$ cat src/rtl/axil_pkg.sv
// Shared AXI-Lite definitions: default bus geometry, the read-path FSM
// state type and response codes.
// Optional feature macro: AXIL_RD_TIMEOUT_EN adds the ERR state.
package axil_pkg;

    localparam int NUMBER_MASTER  = 4;
    localparam int AXI_ADDR_WIDTH = 32;
    localparam int AXI_DATA_WIDTH = 32;

    localparam logic [1:0] RESP_SLVERR = 2'b10;

    typedef enum logic [1:0] {
        ST_IDLE = 2'd0,
        ST_ADDR = 2'd1,
        ST_DATA = 2'd2
`ifdef AXIL_RD_TIMEOUT_EN
        ,
        ST_ERR  = 2'd3
`endif
    } state_t;

endpackage

$ cat src/rtl/axil_rd_arb_mux_if.sv
// Bundle of the N master AR/R channels and the single slave AR/R channel
// seen by the read arbiter/mux. The slave modport is the arbiter's view;
// the master modport is the view of whatever drives the arbiter.
interface axil_rd_arb_mux_if #(
    parameter int NUM_MASTER = axil_pkg::NUMBER_MASTER,
    parameter int ADDR_W     = axil_pkg::AXI_ADDR_WIDTH,
    parameter int DATA_W     = axil_pkg::AXI_DATA_WIDTH
);

    // master side
    logic [NUM_MASTER-1:0][ADDR_W-1:0] m_araddr;
    logic [NUM_MASTER-1:0]             m_arvalid;
    logic [NUM_MASTER-1:0]             m_arready;
    logic [NUM_MASTER-1:0][DATA_W-1:0] m_rdata;
    logic [NUM_MASTER-1:0][1:0]        m_rresp;
    logic [NUM_MASTER-1:0]             m_rvalid;
    logic [NUM_MASTER-1:0]             m_rready;

    // slave side
    logic [ADDR_W-1:0]                 s_araddr;
    logic                              s_arvalid;
    logic                              s_arready;
    logic [DATA_W-1:0]                 s_rdata;
    logic [1:0]                        s_rresp;
    logic                              s_rvalid;
    logic                              s_rready;

    modport slave (
        input  m_araddr, m_arvalid, m_rready,
        input  s_arready, s_rdata, s_rresp, s_rvalid,
        output m_arready, m_rdata, m_rresp, m_rvalid,
        output s_araddr, s_arvalid, s_rready
    );

    modport master (
        output m_araddr, m_arvalid, m_rready,
        output s_arready, s_rdata, s_rresp, s_rvalid,
        input  m_arready, m_rdata, m_rresp, m_rvalid,
        input  s_araddr, s_arvalid, s_rready
    );

endinterface

$ cat src/rtl/axil_rr_arbiter.sv
// Combinational round-robin picker: searches req from index last+1 upward
// with wrap-around and returns a one-hot winner (zero when no request).
module axil_rr_arbiter #(
    parameter int N     = 4,
    parameter int IDX_W = (N > 1) ? $clog2(N) : 1
) (
    input  logic [N-1:0]     req,
    input  logic [IDX_W-1:0] last,
    output logic [N-1:0]     winner
);

    // first requester after the previous winner gets the grant
    always_comb begin
        // NOTE: every comb output gets a default first so no path leaves it unassigned (no latch).
        winner = '0;
        for (int k = 1; k <= N; k++) begin
            int               pos;
            logic [IDX_W-1:0] sel;
            pos = int'(last) + k;
            if (pos >= N) pos = pos - N;
            sel = IDX_W'(pos);
            if (winner == '0 && req[sel]) winner[sel] = 1'b1;
        end
    end

endmodule

$ cat src/rtl/axil_rd_arb_mux.sv
// N-to-1 AXI-Lite read arbiter/mux with a single outstanding transaction.
// IDLE arbitrates round-robin, ADDR forwards the AR beat of the granted
// master, DATA routes the R beat back. All channel outputs are
// combinational from registered state/grant plus the routed inputs.
// Optional feature macro: AXIL_RD_TIMEOUT_EN -- aborts a DATA phase that
// waits TIMEOUT_CYC cycles for s_rvalid and answers the master with SLVERR.
module axil_rd_arb_mux
    import axil_pkg::*;
#(
    parameter int NUM_MASTER  = NUMBER_MASTER,
    parameter int ADDR_W      = AXI_ADDR_WIDTH,
    parameter int DATA_W      = AXI_DATA_WIDTH,
    parameter int TIMEOUT_CYC = 256
) (
    input  logic                  aclk,
    input  logic                  aresetn,
    axil_rd_arb_mux_if.slave      bus,
    output logic [NUM_MASTER-1:0] grant
);

    localparam int IDX_W = $clog2(NUM_MASTER);

    state_t                state;
    state_t                state_next;
    logic [NUM_MASTER-1:0] winner;
    logic [IDX_W-1:0]      win_idx;
    logic [IDX_W-1:0]      g_idx;
    logic [IDX_W-1:0]      last;
    logic                  txn_done;

    axil_rr_arbiter #(
        .N     (NUM_MASTER),
        .IDX_W (IDX_W)
    ) u_arb (
        .req    (bus.m_arvalid),
        .last   (last),
        .winner (winner)
    );

    // index form of the one-hot winner, kept alongside the grant for muxing
    always_comb begin
        win_idx = '0;
        for (int i = 0; i < NUM_MASTER; i++) begin
            if (winner[i]) win_idx = IDX_W'(i);
        end
    end

`ifdef AXIL_RD_TIMEOUT_EN
    localparam int CNT_W = $clog2(TIMEOUT_CYC + 1);

    logic [CNT_W-1:0] to_cnt;
    logic             timeout_hit;

    assign timeout_hit = (state == ST_DATA) && !bus.s_rvalid &&
                         (to_cnt == CNT_W'(TIMEOUT_CYC - 1));

    assign txn_done = ((state == ST_DATA) && bus.s_rvalid && bus.s_rready) ||
                      ((state == ST_ERR) && bus.m_rready[g_idx]);

    // count DATA cycles without s_rvalid; restart on every state change
    always_ff @(posedge aclk or negedge aresetn) begin
        if (!aresetn) begin
            to_cnt <= '0;
        end else if (state_next != state) begin
            to_cnt <= '0;
        end else if (state == ST_DATA && !bus.s_rvalid) begin
            to_cnt <= to_cnt + 1'b1;
        end
    end
`else
    logic cfg_unused;

    // timeout configuration has no function in this build
    assign cfg_unused = ^{TIMEOUT_CYC, RESP_SLVERR};

    assign txn_done = (state == ST_DATA) && bus.s_rvalid && bus.s_rready;
`endif

    // state register
    always_ff @(posedge aclk or negedge aresetn) begin
        // NOTE: sequential state uses non-blocking assignments so every flop samples pre-edge values.
        if (!aresetn) state <= ST_IDLE;
        else          state <= state_next;
    end

    // next-state logic
    always_comb begin
        state_next = state;
        case (state)
            ST_IDLE: if (|bus.m_arvalid)                   state_next = ST_ADDR;
            ST_ADDR: if (bus.s_arvalid && bus.s_arready)   state_next = ST_DATA;
`ifdef AXIL_RD_TIMEOUT_EN
            ST_DATA: begin
                if (bus.s_rvalid && bus.s_rready)          state_next = ST_IDLE;
                else if (timeout_hit)                      state_next = ST_ERR;
            end
            ST_ERR:  if (bus.m_rready[g_idx])              state_next = ST_IDLE;
`else
            ST_DATA: if (bus.s_rvalid && bus.s_rready)     state_next = ST_IDLE;
`endif
            default:                                       state_next = ST_IDLE;
        endcase
    end

    // grant is captured at arbitration and held until the R handshake
    always_ff @(posedge aclk or negedge aresetn) begin
        if (!aresetn) begin
            grant <= '0;
            g_idx <= '0;
            last  <= IDX_W'(NUM_MASTER - 1);
        end else if (state == ST_IDLE && |bus.m_arvalid) begin
            grant <= winner;
            g_idx <= win_idx;
        end else if (txn_done) begin
            grant <= '0;
            last  <= g_idx;
        end
    end

    // channel routing between the granted master and the slave
    always_comb begin
        bus.m_arready = '0;
        bus.m_rdata   = '0;
        bus.m_rresp   = '0;
        bus.m_rvalid  = '0;
        bus.s_araddr  = '0;
        bus.s_arvalid = 1'b0;
`ifdef AXIL_RD_TIMEOUT_EN
        // drain any late beat from a timed-out slave while idle
        bus.s_rready  = (state == ST_IDLE) && aresetn;
`else
        bus.s_rready  = 1'b0;
`endif
        case (state)
            ST_ADDR: begin
                bus.s_araddr         = bus.m_araddr[g_idx];
                bus.s_arvalid        = bus.m_arvalid[g_idx];
                bus.m_arready[g_idx] = bus.s_arready;
            end
            ST_DATA: begin
                bus.m_rdata[g_idx]   = bus.s_rdata;
                bus.m_rresp[g_idx]   = bus.s_rresp;
                bus.m_rvalid[g_idx]  = bus.s_rvalid;
                bus.s_rready         = bus.m_rready[g_idx];
            end
`ifdef AXIL_RD_TIMEOUT_EN
            ST_ERR: begin
                bus.m_rvalid[g_idx]  = 1'b1;
                bus.m_rresp[g_idx]   = RESP_SLVERR;
            end
`endif
            default: ;
        endcase
    end

endmodule

$ cat src/flat_wrapper.sv
// flat-port wrapper written by rule: the top's interface ports become plain ports
module axil_rd_arb_mux_flat import axil_pkg::*;
#(
    parameter int NUM_MASTER  = NUMBER_MASTER,
    parameter int ADDR_W      = AXI_ADDR_WIDTH,
    parameter int DATA_W      = AXI_DATA_WIDTH,
    parameter int TIMEOUT_CYC = 256
)
  (aclk, aresetn, grant, bus_m_araddr, bus_m_arvalid, bus_m_rready, bus_s_arready, bus_s_rdata, bus_s_rresp, bus_s_rvalid, bus_m_arready, bus_m_rdata, bus_m_rresp, bus_m_rvalid, bus_s_araddr, bus_s_arvalid, bus_s_rready);
  axil_rd_arb_mux_if #(.NUM_MASTER(NUM_MASTER), .ADDR_W(ADDR_W), .DATA_W(DATA_W)) bus_i ();
  input  logic aclk;
  input  logic aresetn;
  output logic [NUM_MASTER-1:0] grant;
  input wire logic [$bits(bus_i.m_araddr)-1:0] bus_m_araddr;
  input wire logic [$bits(bus_i.m_arvalid)-1:0] bus_m_arvalid;
  input wire logic [$bits(bus_i.m_rready)-1:0] bus_m_rready;
  input wire logic [$bits(bus_i.s_arready)-1:0] bus_s_arready;
  input wire logic [$bits(bus_i.s_rdata)-1:0] bus_s_rdata;
  input wire logic [$bits(bus_i.s_rresp)-1:0] bus_s_rresp;
  input wire logic [$bits(bus_i.s_rvalid)-1:0] bus_s_rvalid;
  output wire logic [$bits(bus_i.m_arready)-1:0] bus_m_arready;
  output wire logic [$bits(bus_i.m_rdata)-1:0] bus_m_rdata;
  output wire logic [$bits(bus_i.m_rresp)-1:0] bus_m_rresp;
  output wire logic [$bits(bus_i.m_rvalid)-1:0] bus_m_rvalid;
  output wire logic [$bits(bus_i.s_araddr)-1:0] bus_s_araddr;
  output wire logic [$bits(bus_i.s_arvalid)-1:0] bus_s_arvalid;
  output wire logic [$bits(bus_i.s_rready)-1:0] bus_s_rready;
  assign bus_i.m_araddr = bus_m_araddr;
  assign bus_i.m_arvalid = bus_m_arvalid;
  assign bus_i.m_rready = bus_m_rready;
  assign bus_i.s_arready = bus_s_arready;
  assign bus_i.s_rdata = bus_s_rdata;
  assign bus_i.s_rresp = bus_s_rresp;
  assign bus_i.s_rvalid = bus_s_rvalid;
  assign bus_m_arready = bus_i.m_arready;
  assign bus_m_rdata = bus_i.m_rdata;
  assign bus_m_rresp = bus_i.m_rresp;
  assign bus_m_rvalid = bus_i.m_rvalid;
  assign bus_s_araddr = bus_i.s_araddr;
  assign bus_s_arvalid = bus_i.s_arvalid;
  assign bus_s_rready = bus_i.s_rready;
  axil_rd_arb_mux #(.NUM_MASTER(NUM_MASTER), .ADDR_W(ADDR_W), .DATA_W(DATA_W), .TIMEOUT_CYC(TIMEOUT_CYC)) u_core (.aclk(aclk), .aresetn(aresetn), .bus(bus_i), .grant(grant));
endmodule
$ cat config.mk
export PLATFORM = sky130hd
export DESIGN_NAME = axil_rd_arb_mux_flat
export DESIGN_NICKNAME = d
export VERILOG_FILES = /design/src/rtl/axil_pkg.sv /design/src/rtl/axil_rd_arb_mux_if.sv /design/src/rtl/axil_rr_arbiter.sv /design/src/rtl/axil_rd_arb_mux.sv /design/src/flat_wrapper.sv
export SDC_FILE = /design/constraint.sdc
export NUM_CORES = 1
export LEC_CHECK = 0
export CAP_MARGIN = 20
export CORE_AREA = 4 4 136 138
export CTS_BUF_LIST = sky130_fd_sc_hd__clkbuf_16
export DETAILED_ROUTE_END_ITERATION = 12
export DIE_AREA = 0 0 140 142
export PLACE_DENSITY = 0.6
export SLEW_MARGIN = 20
export SYNTH_ARGS = -nofsm -noshare
export SYNTH_HDL_FRONTEND = slang
export SYNTH_HIERARCHICAL = 1
export SYNTH_SLANG_ARGS = --single-unit
$ cat constraint.sdc
create_clock -name aclk -period 6.2 [get_ports aclk]
set_input_delay 1.24 -clock aclk [delete_from_list [all_inputs] [get_ports aclk]]
set_output_delay 1.24 -clock aclk [all_outputs]
set_load 0.05 [all_outputs]
==> Yosys cells after proc, flatten, opt, wreduce, memory -nomap -nowiden <==
Cells that the tools add are included.
{ "word_totals": {"register_bits": 10, "in_bits": 174, "output_inout_bits": 182, "elab_cells": 112} }
{ "classes": {"addsub": 8, "n_lt_le_gt_ge": 14, "n_eq_ne": 5, "n_mux": 52, "bitwise_logic": 8, "n_reduce_logical": 21} }
{ "ops": {"columns": ["operator", "count"], "rows": [
  ["AND 128 bit", 1],
  ["2-to-1 mux 128 bit", 1],
  ["2-to-1 mux 32 bit", 3],
  ["binary-select mux 32 bit (select 2 bit)", 1],
  ["demux 32 bit (select 2 bit)", 1],
  ["2-to-1 mux 4 bit", 8],
  ["2-to-1 mux 2 bit", 10],
  ["less-than comparator 2 x 3 -> 1 bit, second input constant", 5],
  ["2-to-1 mux 1 bit", 14],
  ["logical AND 1 bit", 13],
  ["binary-select mux 1 bit (select 2 bit)", 6],
  ["logical NOT 4 bit", 3],
  ["OR 4 bit", 3],
  ["demux 1 bit (select 2 bit)", 5],
  [">= comparator 2 x 1 -> 1 bit, second input constant", 5],
  [">= comparator 3 bit, second input constant", 3],
  ["AND 4 bit", 2],
  ["AND 8 bit", 1],
  ["2-to-1 mux 8 bit", 1],
  ["subtractor 2 x 1 -> 2 bit, second input constant", 4],
  ["adder 2 x 2 -> 3 bit, second input constant", 2],
  ["case mux 2 bit (3 select lines)", 1],
  ["adder 2 x 3 -> 4 bit, second input constant", 1],
  ["demux 2 bit (select 2 bit)", 1],
  ["other kinds (12)", 13]
]} }

==> Depth between registers and ports, before layout <==
Gate-level depths: netlist of run 1.
{ "depth": {"word_depth": 20, "ltp_mapped": 11, "ltp_nobuf": 10} }

==> Cells and area by module <==
The synthesis of run 1 kept the hierarchy.
{ "by_module_without_submodules": {"columns": ["module", "instances", "cells_each", "area_each_um2", "seq_area_each_um2"], "rows": [
  ["axil_rd_arb_mux", 1, 329, 2432.3, 252.7],
  ["axil_rr_arbiter", 1, 49, 480.5, 0.0]
]} }

==> Worst setup path after synthesis of run 1 <==
OpenSTA, ideal clock, no wires.
{ "synth_path": {"kind": "input -> output", "start": "in bus_m_arvalid[3]", "end": "out bus_s_arvalid", "t_arrival_ps": 2224, "path_slack_ps": 2736, "path_stages": 3, "path_buffers": 0, "cell_sequence": "mux2i_1 -> mux2_2 -> nor2_1"} }
{ "synth_between": {"elab_chain_len": 3} }
{ "synth_rtl": {"columns": ["item", "line_no", "source"], "rows": [
  ["start: declaration", "flat_wrapper.sv:15", "input wire logic [$bits(bus_i.m_arvalid)-1:0] bus_m_arvalid;"],
  ["binary-select mux 1 bit (select 2 bit)", "axil_rd_arb_mux.sv:137", "bus.s_arvalid = bus.m_arvalid[g_idx];"],
  ["2-to-1 mux 1 bit (implied by the code)", "axil_rd_arb_mux.sv:137", null],
  ["2-to-1 mux 1 bit", "axil_rd_arb_mux.sv:134", "case (state)"],
  ["end: declaration", "flat_wrapper.sv:26", "output wire logic [$bits(bus_i.s_arvalid)-1:0] bus_s_arvalid;"]
]} }
No other way between the ends. The select of a mux whose other input is x is not followed.

==> Worst setup path after layout of run 1 <==
Same ends and word-level chain as after synthesis.

==> impl_results.md, run 1 <==
- Area Growth Syn to Fin: 130.3%
- Iteration-0 DRC Markers: about 230
- Post-cts resize count: 0
- Largest family of logic cells by synthesized area: simple AND/OR/NAND/NOR gates
- Ys flop type: dfrtp_1
- Hold Path Class: register to register
- Most frequent cells in the layout: clkdlybuf4s50_1, nor2_1, nand2_1, and2_1, mux4_2
- Largest net degree at the start of global routing: 43
- Final Max Slew Viols: 0
- Fmax achieved: ~230 MHz
- Max VDD drop: between 0.2 and 0.25 mV
- # hold bufs at CTS: 0
- Fraction of layout cells with a size suffix above 1: approximately a tenth
- Vert. Die Dim: 142 um
- Total grt overflow: 0
- Compound-Gate Fraction of Synth Area: between 8 and 9%
- Yosys Warn Count: 6
- Leakage power: between 2 and 2.5 nW
- Boundary pin count: 356
- Synth Register Bits: 10
- Antenna Cells: 0
- CP arrival: ~3.2 ns
- Input/output buffers: ~360
- CTS root buffer: clkbuf_16
- Syn Nets: 560
- Commonest non-fill, non-tap cell in the layout: clkdlybuf4s50_1
- Cell count after synthesis: 378
- Core Box Area: roughly 17000 sq um
- Post-Syn Area: ~3000 sq um
- Critical Path RT: 4.96 ns
- CP max FO: 6
- Vias per std cell: about 4.4
- Netlist cell types: 47
- Setup WS post-layout: between 1.5 and 2 ns
- Starting Density: around 17%
- Layout Skew: between 0.002 and 0.0025 ns
- Placed instance area: 6630 sq um
- Synth Area in Simple Gates: a little over two fifths
- Fillers: 1750
- Vias: roughly 4.2k
- Worst slew pin tran: 0.7446 ns
- Finished Cell Area: about 6700 sq um
- Vias in the first global route: approximately 4.2k
- Initial antenna violation count: 0
- Setup slack at placement: 1.787 ns
- PD cells: slightly below 400 nW/um^2
- Post-synthesis xor/xnor area fraction: 0%
- Post-synthesis mux area share: a little under a third
- Drt wl/cell: slightly below 20 um
- CTS tree: yes
- CP Launch Type: input pin
- Placed insts: 933
- Outcome: finished clean
- Core Rows: between 40 and 50
- Clock-pin slew on the worst setup and hold paths: 0.04 ns
- First-pass GRT wire length: 26.55 mm
- Synth Area in Adders: 3.436%
- Detail Route Antenna Nets: 0
- RSZ-0062 raised after global routing: false
- Die Wd: 140 um
- Overall global routing resource usage: 16.89%
- Fin cells: about 940
- Die area: 19880 sq um
- Dpl hpwl: about 15 mm
- Detailed Routing Iterations Pass 1: 4
- Crit path kind: input pin to output pin
- Final period util: 71.32%
- CTS H-tree depth: 1
- Crit path time final: around 4.4 ns
- Clk buf depth: 2
- Final core utilization: 39.06%
- CTS Buf Count: 3
- TritonCTS Sinks: 10
- Final nets: just under 900
- Max_cap viols: 0
- Max-slew headroom: approximately half
- Post-synth EDFFs: 0
- Crit. End Element: output pin
- Setup tns final: 0 ns
- Worst skew pair latency: 0.24 ns
- Count of final hold-check violations: 0
- FFs w/ async S/R, synth: 100.0%
- Syn Area/Cell: ~7.7 sq um
- Setup Viol. Count Final: 0
- Final RePlAce weighted congestion: 0.8576
- Seq/Total Area, Yosys: roughly 8.7%
- Final WL: ~18 mm
- DRC: 0
- Post-CTS Setup Bufs: 0
==> cells in the mapped netlist, drive strengths merged, types with 2 or more instances <==
| library cell | number | share of area, % |
|---|---|---|
| nor2 | 113 | 15 |
| nand2 | 45 | 5.8 |
| and2 | 38 | 8.2 |
| mux4 | 37 | 29 |
| nor2b | 35 | 7.9 |
| buf | 23 | 4.9 |
| o21ai | 10 | 1.7 |
| clkbuf | 9 | 1.2 |
| dfrtp | 8 | 6.9 |
| ha | 8 | 3.4 |
| inv | 5 | 0.64 |
| o2bb2ai | 5 | 1.5 |
| mux2i | 4 | 1.4 |
| nand3 | 4 | 0.86 |
| mux2 | 3 | 1.3 |
| nand4 | 3 | 1.1 |
| a21boi | 2 | 0.77 |
| and3 | 2 | 0.43 |
| dfstp | 2 | 1.8 |
| nand2b | 2 | 0.43 |
| nand3b | 2 | 0.52 |
| o31ai | 2 | 0.52 |
| or2 | 2 | 0.43 |
==> through the flow <==
stage               hold slack (ns)  total power, mW
finish                       0.5681            2.605
global route                 0.5993            2.760
CTS                          0.5693            2.640
detailed placement           0.5528            2.509
global placement             0.5524            2.519
floorplan                    0.5214            1.773
==> layer usage <==
metal	vias up	wire, um	track usage (%)
met5	-	0	0
met4	0	499	3.978
met3	28	1468	4.671
met2	211	9148	29.86
met1	1945	7207	20.49
li1	1968	-	-
==> flip-flops by register name (all words and copies together), names as in the netlist <==
| register | cells |
|---|---|
| u_core/g_idx | 2 |
| u_core/grant | 4 |
| u_core/last | 2 |
| u_core/state | 2 |
==> power by group <==
group / internal, mW / switching, mW / total (mW)
clock network: 0.0845 / 0.0303 / 0.115
logic: 0.871 / 1.49 / 2.36
registers: 0.100 / 0.0332 / 0.133
==> critical path, cell delays in order <==
cell and delay [ns]:
clkdlybuf4s50_1 0.59, mux2i_1 0.13, mux2_2 0.31, nor2_1 0.09, clkdlybuf4s50_1 0.82
==> area by class of cell <==
| class | instances | area, sq um | area share, % |
|---|---|---|---|
| timing repair buffer | 362 | 3606 | 53.75 |
| inverter | 5 | 18.77 | 0.2797 |
| sequential | 10 | 255.2 | 3.805 |
| multi-input combinational | 331 | 2469 | 36.80 |
| clock buffer | 3 | 75.07 | 1.119 |
| tap | 225 | 281.5 | 4.196 |
| clock inverter | 1 | 3.754 | 0.05595 |
==> worst paths after layout <==
path                                             startpoint                     endpoint  slack [ns]  cells past startpoint
min in group asynchronous                           aresetn  u_core/state[0]$_DFFE_PN0P_        1.32                      1
worst max register to register   u_core/last[0]$_DFFE_PN1P_  u_core/g_idx[0]$_DFFE_PN0P_        3.19                     10
worst min register to register  u_core/grant[3]$_DFFE_PN0P_  u_core/grant[3]$_DFFE_PN0P_        0.57                      2
max in group asynchronous                           aresetn   u_core/last[1]$_DFFE_PN1P_        4.55                      1
worst max-delay path                       bus_m_arvalid[3]                bus_s_arvalid        1.78                      5
worst min-delay path            u_core/grant[3]$_DFFE_PN0P_  u_core/grant[3]$_DFFE_PN0P_        0.57                      2
==> cell families after synthesis <==
kind of cell	Yosys count
mux	44
buf+inv	37
fa+ha+maj	8
compound gates	28
simple gates	251
flops	10
No activity file was read; power rests on OpenSTA's default activity.
==> inputs of run 2 (changes only) <==
CORE_AREA = 4 4 134 136   (was 4 4 136 138)
DIE_AREA = 0 0 138 140   (was 0 0 140 142)
PLACE_DENSITY = 0.63   (was 0.6)
clock period = 3.8 ns   (was 6.2 ns; I/O delays follow)
==> run 2 against run 1 <==
Against the previous run: wire length up 2.2%; clock skew decreased by 0.00078 ns; sequential power increased by 96%; combinational power increased by 68%; critical endpoint is now bus_s_rready; largest power group unchanged; highest routed layer is now met5.
==> impl_results.md, run 2 (same netlist as run 1, synthesis figures left out) <==
- Outcome: finished clean (unchanged)
- Vert. Die Dim: 140 um (was 142 um)
- CP Launch Point: bus_m_rready[3] (was bus_m_arvalid[3])
- Vias per std cell: 4.436 (was 4.431)
- Crit. End Element: output pin (unchanged)
- Core Rows: 48 (unchanged)
- Core Box Area: 16940 sq um (was 17180 sq um)
- Layout Skew: 0.001606 ns (was 0.002386 ns)
- Commonest non-fill, non-tap cell in the layout: clkdlybuf4s50_1 (unchanged)
- CTS H-tree depth: 1 (unchanged)
- Detailed Routing Iterations Pass 1: 4 (unchanged)
- Starting Density: 17.20% (was 16.96%)
- CTS root buffer: clkbuf_16 (unchanged)
- RSZ-0062 raised after global routing: false (unchanged)
- Combinational share of power: 89.9% (was 90.5%)
- Worst skew pair latency: 0.23 ns (was 0.24 ns)
- Critical Path RT: 3.04 ns (was 4.96 ns)
- Fmax achieved: ~300 MHz
- Fraction of layout cells with a size suffix above 1: 25.73% (was 9.691%)
- FF+latch area: 255.2 sq um (unchanged)
- PD cells: 599.0 nW/um^2 (was 388.3 nW/um^2)
- Final RePlAce weighted congestion: 0.9072 (was 0.8576)
- Post-CTS Setup Bufs: 0 (unchanged)
- Switching power share of the total: 58.43% (was 59.49%)
- Worst slew pin tran: 0.7757 ns (was 0.7446 ns)
- Area Growth Syn to Fin: 153.2% (was 130.3%)
- TritonCTS Sinks: 10 (unchanged)
- Boundary pin count: 356 (unchanged)
- Final nets: 898 (was 895)
- # hold bufs at CTS: 0 (unchanged)
- Iteration-0 DRC Markers: 233 (was 225)
- Total grt overflow: 0 (unchanged)
- Clk buf depth: 2 (unchanged)
- CP arrival: 2.60 ns (was 3.18 ns)
- Net Switching: 2.581 mW (was 1.550 mW)
- Die Wd: 138 um (was 140 um)
- Setup Viol. Count Final: 0 (unchanged)
- Dpl hpwl: 15.76 mm (was 15.14 mm)
- DRC: 0 (unchanged)
- Max_cap viols: 0 (unchanged)
- Cell Int Power: 1.836 mW (was 1.055 mW)
- Footprint of the multi-input gates: 2474 sq um (was 2469 sq um)
- Drt wl/cell: 19.87 um (was 19.55 um)
- HP Start: u_core/grant[3]$_DFFE_PN0P_ (unchanged)
- Setup tns final: 0 ns (unchanged)
- Worst R2R Start: u_core/last[0]$_DFFE_PN1P_ (unchanged)
- Final WL: 18.72 mm (was 18.32 mm)
- First-pass GRT wire length: 27.86 mm (was 26.55 mm)
- Tot Pwr: 4.418 mW (was 2.605 mW)
- Detail Route Antenna Nets: 0 (unchanged)
- Initial antenna violation count: 4 (was 0)
- Leakage power: 2.796 nW (was 2.352 nW)
- Hold Path Class: register to register (unchanged)
- Power share of the clock group: 4.2% (was 4.4%)
- Vias in the first global route: 4526 (was 4241)
- Fillers: 1679 (was 1750)
- Max-slew headroom: 48.29% (was 50.36%)
- Max VDD drop: 0.2738 mV (was 0.2073 mV)
- Overall global routing resource usage: 18.26% (was 16.89%)
- Input/output buffers: 355 (unchanged)
- Register share of total power: 5.9% (was 5.1%)
- Count of final hold-check violations: 0 (unchanged)
- Most frequent cells in the layout: clkdlybuf4s50_1, nor2_1, buf_12, buf_4, nand2_1 (was clkdlybuf4s50_1, nor2_1, nand2_1, and2_1, mux4_2)
- Largest net degree at the start of global routing: 40 (was 43)
- Crit path time final: around 3.4 ns
- CP Launch Type: input pin (unchanged)
- Die area: 19320 sq um (was 19880 sq um)
- Largest register by flop count: u_core/grant (unchanged)
- Post-cts resize count: 0 (unchanged)
- Clock-pin slew on the worst setup and hold paths: 0.04 ns (about the same)
- Final Max Slew Viols: 0 (unchanged)
- Max reg flops: 4 (unchanged)
- Worst hold slack: 0.5695 ns (was 0.5681 ns)
- Vias: 4179 (was 4152)
- CP max FO: 3 (was 6)
- CTS Buf Count: 3 (unchanged)
- CTS tree: yes (unchanged)
- Final period util: about nine tenths
- Crit path kind: input pin to output pin (unchanged)
run 2: critical path: stages:
cell and delay [ns]:
clkdlybuf4s50_1 0.42, mux4_2 0.51, and2_1 0.18, clkdlybuf4s50_1 0.72
run 2: final timing paths:
path,end,slack (ns),cells past startpoint
setup reg to reg,u_core/g_idx[0]$_DFFE_PN0P_,0.75,10
setup / recovery,bus_s_rready,0.44,4
min in group asynchronous,u_core/grant[0]$_DFFE_PN0P_,0.85,1
max in group asynchronous,u_core/g_idx[0]$_DFFE_PN0P_,2.60,1
hold / removal,u_core/grant[3]$_DFFE_PN0P_,0.57,2
hold reg to reg,u_core/grant[3]$_DFFE_PN0P_,0.57,2
run 2: metal layers:
layer  share of wire (%)  vias up  global-route usage (%)
li1                    -     1973                       -
met2                  49      230                   31.76
met1                  38     1934                   20.84
met4                 3.6        4                   5.928
met5                0.18        -                       0
met3                 9.5       38                   6.692
run 2: power groups by stage:
| stage | sequential [mW] | clock [mW] | combinational [mW] |
|---|---|---|---|
| floorplan | 0.251 | 0 | 2.64 |
| global placement | 0.263 | 0 | 3.99 |
| detailed placement | 0.264 | 0 | 3.99 |
| CTS | 0.263 | 0.189 | 4.01 |
| global route | 0.271 | 0.196 | 4.19 |
| finish | 0.261 | 0.186 | 3.97 |
run 2: through the flow:
step	worst slack [ns]	utilization, %	instance area [sq um]	std cells
after floorplan	1.086	-	2913	378
after global placement	0.4309	43.05	7291	936
after detailed placement	0.4290	43.05	7291	936
after CTS	0.4196	43.51	7370	940
after global routing	0.3507	43.54	7375	942
final	0.4449	43.54	7375	942
run 2: layout make-up:
cell class	count	area share (%)
multi-input combinational	331	33.54
inverter	5	0.2545
tap	225	3.817
clock buffer	3	1.018
timing repair buffer	365	57.79
sequential	10	3.461
clock inverter	1	0.05090
antenna	2	0.06787
